<file path="src/rtl/rgb2raw_mosaic.sv">
// RGB to Bayer RAW re-mosaic: picks one colour per pixel from the Bayer phase
// of internal x/y counters, tags line/frame markers, and drives a 2-entry skid output.
module rgb2raw_mosaic #(
  parameter int DW      = 12,
  parameter int WIDTH   = 1920,
  parameter int HEIGHT  = 1080,
  parameter int PATTERN = 0
) (
  input  logic          clk,
  input  logic          rst,
  input  logic [DW-1:0] i_r,
  input  logic [DW-1:0] i_g,
  input  logic [DW-1:0] i_b,
  input  logic          i_valid,
  input  logic          i_sof,
  output logic          o_ready,
  output logic [DW-1:0] o_data,
  output logic          o_valid,
  output logic          o_sof,
  output logic          o_eol,
  output logic          o_eof,
  output logic          o_x_odd,
  output logic          o_y_odd,
  input  logic          i_ready,
  output logic          o_err_sof
);

  localparam int XW = (WIDTH > 1) ? $clog2(WIDTH) : 1;
  localparam int YW = (HEIGHT > 1) ? $clog2(HEIGHT) : 1;
  // Packed sample layout: {data, sof, eol, eof, x_odd, y_odd}
  localparam int PW = DW + 5;
  localparam logic [XW-1:0] X_LAST = XW'(WIDTH - 1);
  localparam logic [YW-1:0] Y_LAST = YW'(HEIGHT - 1);
  localparam logic [1:0]    PAT    = 2'(PATTERN);

  logic [XW-1:0] x_q, x_d, px;
  logic [YW-1:0] y_q, y_d, py;
  logic          main_valid_q, main_valid_d;
  logic          skid_valid_q, skid_valid_d;
  logic [PW-1:0] main_q, main_d, skid_q, skid_d, pix;
  logic          err_q, err_d;
  logic          accept, xfer, at_origin;
  logic [1:0]    ph;
  logic [DW-1:0] sel;

  always_comb begin
    accept    = i_valid & ~skid_valid_q;
    xfer      = main_valid_q & i_ready;
    at_origin = (x_q == '0) && (y_q == '0);

    // An accepted SOF forces this pixel to the frame origin
    px = i_sof ? '0 : x_q;
    py = i_sof ? '0 : y_q;

    ph = {py[0], px[0]} ^ PAT;
    case (ph)
      2'b00:   sel = i_r;
      2'b11:   sel = i_b;
      default: sel = i_g;
    endcase

    pix = {sel,
           (px == '0) && (py == '0),
           px == X_LAST,
           (px == X_LAST) && (py == Y_LAST),
           px[0],
           py[0]};

    x_d = x_q;
    y_d = y_q;
    if (accept) begin
      if (px == X_LAST) begin
        x_d = '0;
        y_d = (py == Y_LAST) ? '0 : py + 1'b1;
      end else begin
        x_d = px + 1'b1;
        y_d = py;
      end
    end

    err_d = accept & i_sof & ~at_origin;

    main_valid_d = main_valid_q;
    main_d       = main_q;
    skid_valid_d = skid_valid_q;
    skid_d       = skid_q;
    if (!main_valid_q || xfer) begin
      // Skid always drains first so ordering is preserved
      if (skid_valid_q) begin
        main_d       = skid_q;
        main_valid_d = 1'b1;
        skid_valid_d = 1'b0;
      end else begin
        main_valid_d = accept;
        if (accept) main_d = pix;
      end
    end else if (accept) begin
      skid_d       = pix;
      skid_valid_d = 1'b1;
    end
  end

  always_ff @(posedge clk) begin
    if (!rst) begin
      x_q          <= '0;
      y_q          <= '0;
      main_valid_q <= 1'b0;
      skid_valid_q <= 1'b0;
      main_q       <= '0;
      skid_q       <= '0;
      err_q        <= 1'b0;
    end else begin
      x_q          <= x_d;
      y_q          <= y_d;
      main_valid_q <= main_valid_d;
      skid_valid_q <= skid_valid_d;
      main_q       <= main_d;
      skid_q       <= skid_d;
      err_q        <= err_d;
    end
  end

  assign o_ready   = ~skid_valid_q;
  assign o_valid   = main_valid_q;
  assign o_data    = main_q[PW-1 -: DW];
  assign o_sof     = main_q[4];
  assign o_eol     = main_q[3];
  assign o_eof     = main_q[2];
  assign o_x_odd   = main_q[1];
  assign o_y_odd   = main_q[0];
  assign o_err_sof = err_q;

endmodule
</file>
<file path="config.mk">
export PLATFORM = sky130hd
export DESIGN_NAME = rgb2raw_mosaic
export DESIGN_NICKNAME = d
export VERILOG_FILES = /design/src/rtl/rgb2raw_mosaic.sv
export SDC_FILE = /design/constraint.sdc
export NUM_CORES = 1
export LEC_CHECK = 0
export ABC_CLOCK_PERIOD_IN_PS = 3900
export BUFFER_PORTS_ARGS = -buffer_cell sky130_fd_sc_hd__buf_4
export CORE_ASPECT_RATIO = 1.2
export CORE_MARGIN = 2
export CORE_UTILIZATION = 53
export DETAILED_ROUTE_END_ITERATION = 16
export HOLD_SLACK_MARGIN = 0.1
export PLACE_DENSITY = 0.88
export SLEW_MARGIN = 30
export SYNTH_ARGS = -nofsm -noshare
export SYNTH_HDL_FRONTEND = slang
export SYNTH_SLANG_ARGS = --single-unit
export TNS_END_PERCENT = 100
</file>
<file path="constraint.sdc">
create_clock -name clk -period 3.9 [get_ports clk]
set_input_delay 1.17 -clock clk [delete_from_list [all_inputs] [get_ports clk]]
set_output_delay 1.17 -clock clk [all_outputs]
set_load 0.03 [all_outputs]
</file>
==> flow_summary_export.csv, run 1 <==
group,metric,value,unit
layout,final_cells,499,
global_routing,grt_max_degree,36,
critical_path,crit_required,4170,ps
clock_network,path_clk_slew,70,ps
timing,fmax,344,MHz
timing,holdWs,454,ps
layout,drive_gt1_frac,0.198,
layout,area_growth_syn_to_layout,22.3,%
drt,dr_total_vias,3110,
clock_network,cts_buffer_depth,2,
timing,fin_tns_setup,0,ps
drt,post_drt_via_cell_ratio,6.23,
critical_path,crit_path_max_incr_delay,360,ps
layout,final_nets,476,
global_routing,grt_pass1_wl,13.2,mm
logic_synthesis,yosys_register_bits,59,
floorplanning,die_w,73.0,um
clock_network,insertion_delay,350,ps
critical_path,cp-end-kind,"flop",
global_routing,grtUsageTotal,0.263,
logic_synthesis,avgSynthCellArea,7.87,sq um
timing,rsz0062_at_grt,"false",
drt,dr.pass1.iters,5,
place,pre_cts_ws,681,ps
logic_synthesis,syn-num-nets,430,
global_routing,overflow,0,
logic_synthesis,synth-edff-count,0,
drt,wl_per_cell,15.9,um
logic_synthesis,synth-async-reset-ratio,0,
clock_network,cts_sinks,59,
timing,worst_slack,990,ps
timing,drv_slew,0,
clock_network,htreeDepth,3,
clock_network,cts_tree,"done",
drt,drt_drc_violations_left,0,
floorplanning,start_util,0.542,
critical_path,path_cells,"buf_4 -> nand2b_1 -> inv_1 -> ha_1 -> nand3b_1 -> nor4_4 -> nand4_1 -> or3_1 -> a31oi_1",
logic_synthesis,netlist_top_cells_area,"dfxtp_1, a21oi_1, nor3_1",
floorplanning,core.rowCount,30,
critical_path,cp_max_fo,35,
timing,fin_crit,2910,ps
floorplanning,ios,61,
timing,setup_viol,0,
drt,drt_wl_total,7.92,mm
logic_synthesis,synth_top_area_frac,0.390,
run,cap_violations,0,
floorplanning,die_height,86.8,um
floorplanning,coreArea,5590,sq um
timing,worst_pin_slew,816,ps
logic_synthesis,synth_area,3030,sq um
clock_network,hold_buffers,0,
floorplanning,die_area,6340,sq um
drt,ant_nets,0,
place,place_congestion,0.838,
clock_network,cts_buffers,9,
power,power.leakage,1.46,nW
status,status,"finished, final reports clean",
clock_network,cts_resized,0,
critical_path,cp-start-kind,"primary input",
logic_synthesis,synth-main-ff-cell,"dfxtp_1",
logic_synthesis,ys_seq_area_frac,0.390,
layout,diodes,0,
clock_network,post_cts_buffers,0,
logic_synthesis,netlist_instances,385,
power,p_per_area,396,nW/um^2
timing,fin_crit_sh,0.746,
critical_path,setup.worst_path.class,"in -> reg",
timing,slew_headroom,0.456,
critical_path,crit_arrival,3180,ps
place,io_buffers,60,
logic_synthesis,synth_most_common_cell,"a21oi_1",
drt,drt-initial-drc-count,287,
place,hpwl,5.28,mm
timing,final-hold-violation-count,0,
clock_network,root_buffer,"clkbuf_8",
logic_synthesis,yosysWarnings,0,
global_routing,grt_antenna_before_repair,0,
timing,fin_skew,7.29,ps
global_routing,grt_pass1_vias,3069,
logic_synthesis,synth_cell_types,37,
power,irDropWorstVdd,0.000237,V
critical_path,slowest_stage,"nor4_4",
worst_hold_path,min_path_type,"reg -> reg",
logic_synthesis,yosysTopAreaCell,"dfxtp_1",
place,dp_cells,484,
logic_synthesis,synth_commonest_cells,"a21oi_1, dfxtp_1, nor2_1, nor3_1, o21ai_0",
cell families after synthesis:
group | synth area share
AO/OA/AOI/OAI | 0.253
adder cells (fa/ha/maj) | 0.0165
buffers and inverters | 0.0454
flip-flops | 0.390
multiplexers | 0.00330
AND/OR/NAND/NOR | 0.292
final timing paths:
kind / start / to / slack (ps) / cells past startpoint
max: i_sof / y_q[8] / 990 / 9
min: skid_q[4] / skid_q[4] / 450 / 2
max reg2reg: skid_valid_q / x_q[10] / 1640 / 5
min reg2reg: skid_q[4] / skid_q[4] / 450 / 2
cell usage in the layout, fill, tap and decap left out, types with 8 or more instances in the layout:
cell type,n
nor2b_1,16
a221oi_1,12
clkbuf_8,10
a211oi_1,8
nand2b_1,11
nor2_1,29
nor3_1,29
a21oi_1,65
buf_4,64
dfxtp_1,59
nand2_1,19
o21ai_0,29
power breakdown:
group          internal (W)  leakage, nW  switching, W  total, W
clock              0.000371        0.108      0.000247  0.000618
sequential         0.000625        0.481     0.0000150  0.000640
combinational     0.0000855        0.876      0.000122  0.000208
total               0.00108         1.46      0.000384   0.00147
stage by stage:
step	utilization	total power, W	area (sq um)
after floorplan	-	0.000779	3030
after global placement	0.622	0.000855	3480
after detailed placement	0.623	0.000860	3490
after CTS	0.662	0.00146	3700
after global routing	0.662	0.00152	3700
final	0.662	0.00147	3700
area by class of cell:
class	count	area, sq um
clock buffer	10	138
clock inverter	5	77.6
fill	467	1890
inverter	7	26.3
multi-input combinational	290	1720
sequential	59	1180
tap	64	80.1
timing repair buffer	64	480
registers in the layout, indices dropped and copies added (netlist names):
name and flops:
main_q 17, o_err_sof 1, o_valid 1, skid_q 17, skid_valid_q 1, x_q 11
y_q 11
routing by layer:
metal / part of all wire / wire [um] / vias to the layer above / global-route usage
met2: 0.50 / 3940 / 118 / 0.442
met1: 0.41 / 3250 / 1449 / 0.301
met5: 0 / 0 / - / 0
met4: 0.026 / 204 / 0 / 0.143
li1: - / - / 1521 / -
met3: 0.067 / 532 / 22 / 0.0674
worst max-delay path: cells and delay by family:
family | cells | cell delay (ps)
simple gates | 5 | 1290
buf+inv | 2 | 340
fa+ha+maj | 1 | 210
compound gates | 1 | 160
Power figures use the tool's default switching activity.
==> run 2: changes to the inputs <==
Settings changed: ABC_CLOCK_PERIOD_IN_PS 3900 to 2600, CORE_UTILIZATION 53 to 49, PLACE_DENSITY 0.88 to 0.86.
Clock period 3.9 ns to 2.6 ns, I/O delays scaled along.
==> run 2 against run 1 <==
  * Cell area up 3.0%
  * Total power up 49%
  * Largest cell class unchanged
  * Global-route usage down 0.25 points
  * Sequential share of layout area down 0.94 points
==> flow_summary_export.csv, run 2 (same netlist as run 1, synthesis figures left out) <==
group,metric,value,unit
power,power.leakage,1.52,nW
global_routing,grt_max_degree,34,
clock_network,cts_buffer_depth,2,
drt,ant_nets,0,
layout,drive_gt1_frac,0.217,
layout,final_common_cell,"buf_4",
critical_path,cp_max_fo,12,
global_routing,grt_pass1_vias,3043,
critical_path,crit_required,2840,ps
clock_network,cts_resized,0,
drt,drt-initial-drc-count,268,
clock_network,hold_buffers,0,
timing,fin_crit,2240,ps
place,pre_cts_ws,36.0,ps
timing,rsz0062_at_grt,"false",
critical_path,cp-end-kind,"flop",
floorplanning,die_height,90.1,um
global_routing,overflow,0,
timing,drv_slew,0,
drt,drt_wl_total,8.52,mm
timing,fin_crit_sh,0.860,
run,cap_violations,0,
timing,final-hold-violation-count,0,
timing,slew_headroom,0.546,
floorplanning,start_util,0.504,
global_routing,grt_pass1_wl,14.0,mm
layout,diodes,0,
clock_network,path_clk_slew,70,ps
clock_network,cts_sinks,59,
drt,dr.pass1.iters,6,
clock_network,post_cts_buffers,0,
floorplanning,ios,61,
timing,fmax,447,MHz
layout,final_nets,487,
critical_path,crit_arrival,2480,ps
floorplanning,coreArea,6010,sq um
floorplanning,core.rowCount,31,
clock_network,root_buffer,"clkbuf_8",
timing,fin_tns_setup,0,ps
worst_hold_path,min_path_type,"reg -> reg",
layout,area_growth_syn_to_layout,26.0,%
timing,holdWs,455,ps
clock_network,insertion_delay,340,ps
place,io_buffers,60,
clock_network,cts_buffers,9,
layout,final_cells,529,
floorplanning,die_w,75.8,um
clock_network,cts_tree,"done",
layout,layout_common_cells,"buf_4, a21oi_1, dfxtp_1",
timing,setup_viol,0,
timing,worst_pin_slew,679,ps
drt,wl_per_cell,16.1,um
timing,worst_slack,364,ps
drt,post_drt_via_cell_ratio,6.11,
floorplanning,die_area,6830,sq um
layout,final_util,0.635,
power,p_per_area,572,nW/um^2
power,irDropWorstVdd,0.000309,V
place,place_congestion,0.914,
layout,reg_top3,"main_q: 17 flops, skid_q: 17 flops",
drt,dr_total_vias,3230,
drt,drt_drc_violations_left,0,
place,dp_cells,513,
status,status,"finished, final reports clean",
place,hpwl,5.93,mm
critical_path,setup.worst_path.class,"in -> reg",
clock_network,htreeDepth,3,
critical_path,cp-start-kind,"primary input",
global_routing,grt_antenna_before_repair,0,
global_routing,grtUsageTotal,0.261,
timing,fin_skew,6.93,ps
## run 2: changes by cell type in the layout (fill, tap and decap cells not counted)
| cell | change |
|---|---|
| buf_4 | +10 |
| clkbuf_8 | +2 |
| bufinv_16 | -1 |
| nand2_1 | +1 |
| nand2_2 | -1 |
| buf_12 | +1 |
## run 2: final cells by class
cell class | instances | area (sq um)
Fill cell | 524 | 2200
Inverter | 7 | 26.3
Timing Repair Buffer | 75 | 576
Clock buffer | 12 | 165
Multi-Input combinational cell | 290 | 1720
Sequential cell | 59 | 1180
Clock inverter | 4 | 47.5
Tap cell | 82 | 103
## run 2: where the power goes
group	internal [W]	switching, W	leakage, nW	total, W
logic	0.000138	0.000194	0.933	0.000332
registers	0.000938	0.0000237	0.481	0.000961
clock network	0.000517	0.000371	0.108	0.000888
## run 2: path summary, 6_finish.rpt
kind | slack [ps] | to | startpoint | depth (start not counted)
worst max-delay path | 360 | y_q[5] | i_sof | 9
worst min-delay path | 450 | skid_q[2] | skid_q[2] | 2
worst max register to register | 590 | y_q[5] | y_q[0] | 8
worst min register to register | 450 | skid_q[2] | skid_q[2] | 2
## run 2: stage by stage
| stage | power, W | area, sq um |
|---|---|---|
| after CTS | 0.00220 | 3820 |
| after global placement | 0.00130 | 3600 |
| final | 0.00218 | 3820 |
| after global routing | 0.00227 | 3820 |
| after detailed placement | 0.00131 | 3600 |
| after floorplan | 0.00117 | 3030 |
## run 2: worst max-delay path, cell delays in order
cell and delay, ps:
buf_4 150, nand2b_1 180, inv_1 120, ha_1 220, nand3b_1 220, nor4_4 230
a211oi_1 160, a22o_1 230, a21o_1 170
## run 2: per-layer routing
| layer | part of all wire | up-vias | GRT usage | wire length (um) |
|---|---|---|---|---|
| met3 | 0.073 | 21 | 0.0740 | 621 |
| met2 | 0.50 | 150 | 0.420 | 4260 |
| met5 | 0 | - | 0 | 0 |
| met1 | 0.40 | 1514 | 0.308 | 3370 |
| li1 | - | 1545 | - | - |
| met4 | 0.031 | 0 | 0.127 | 265 |
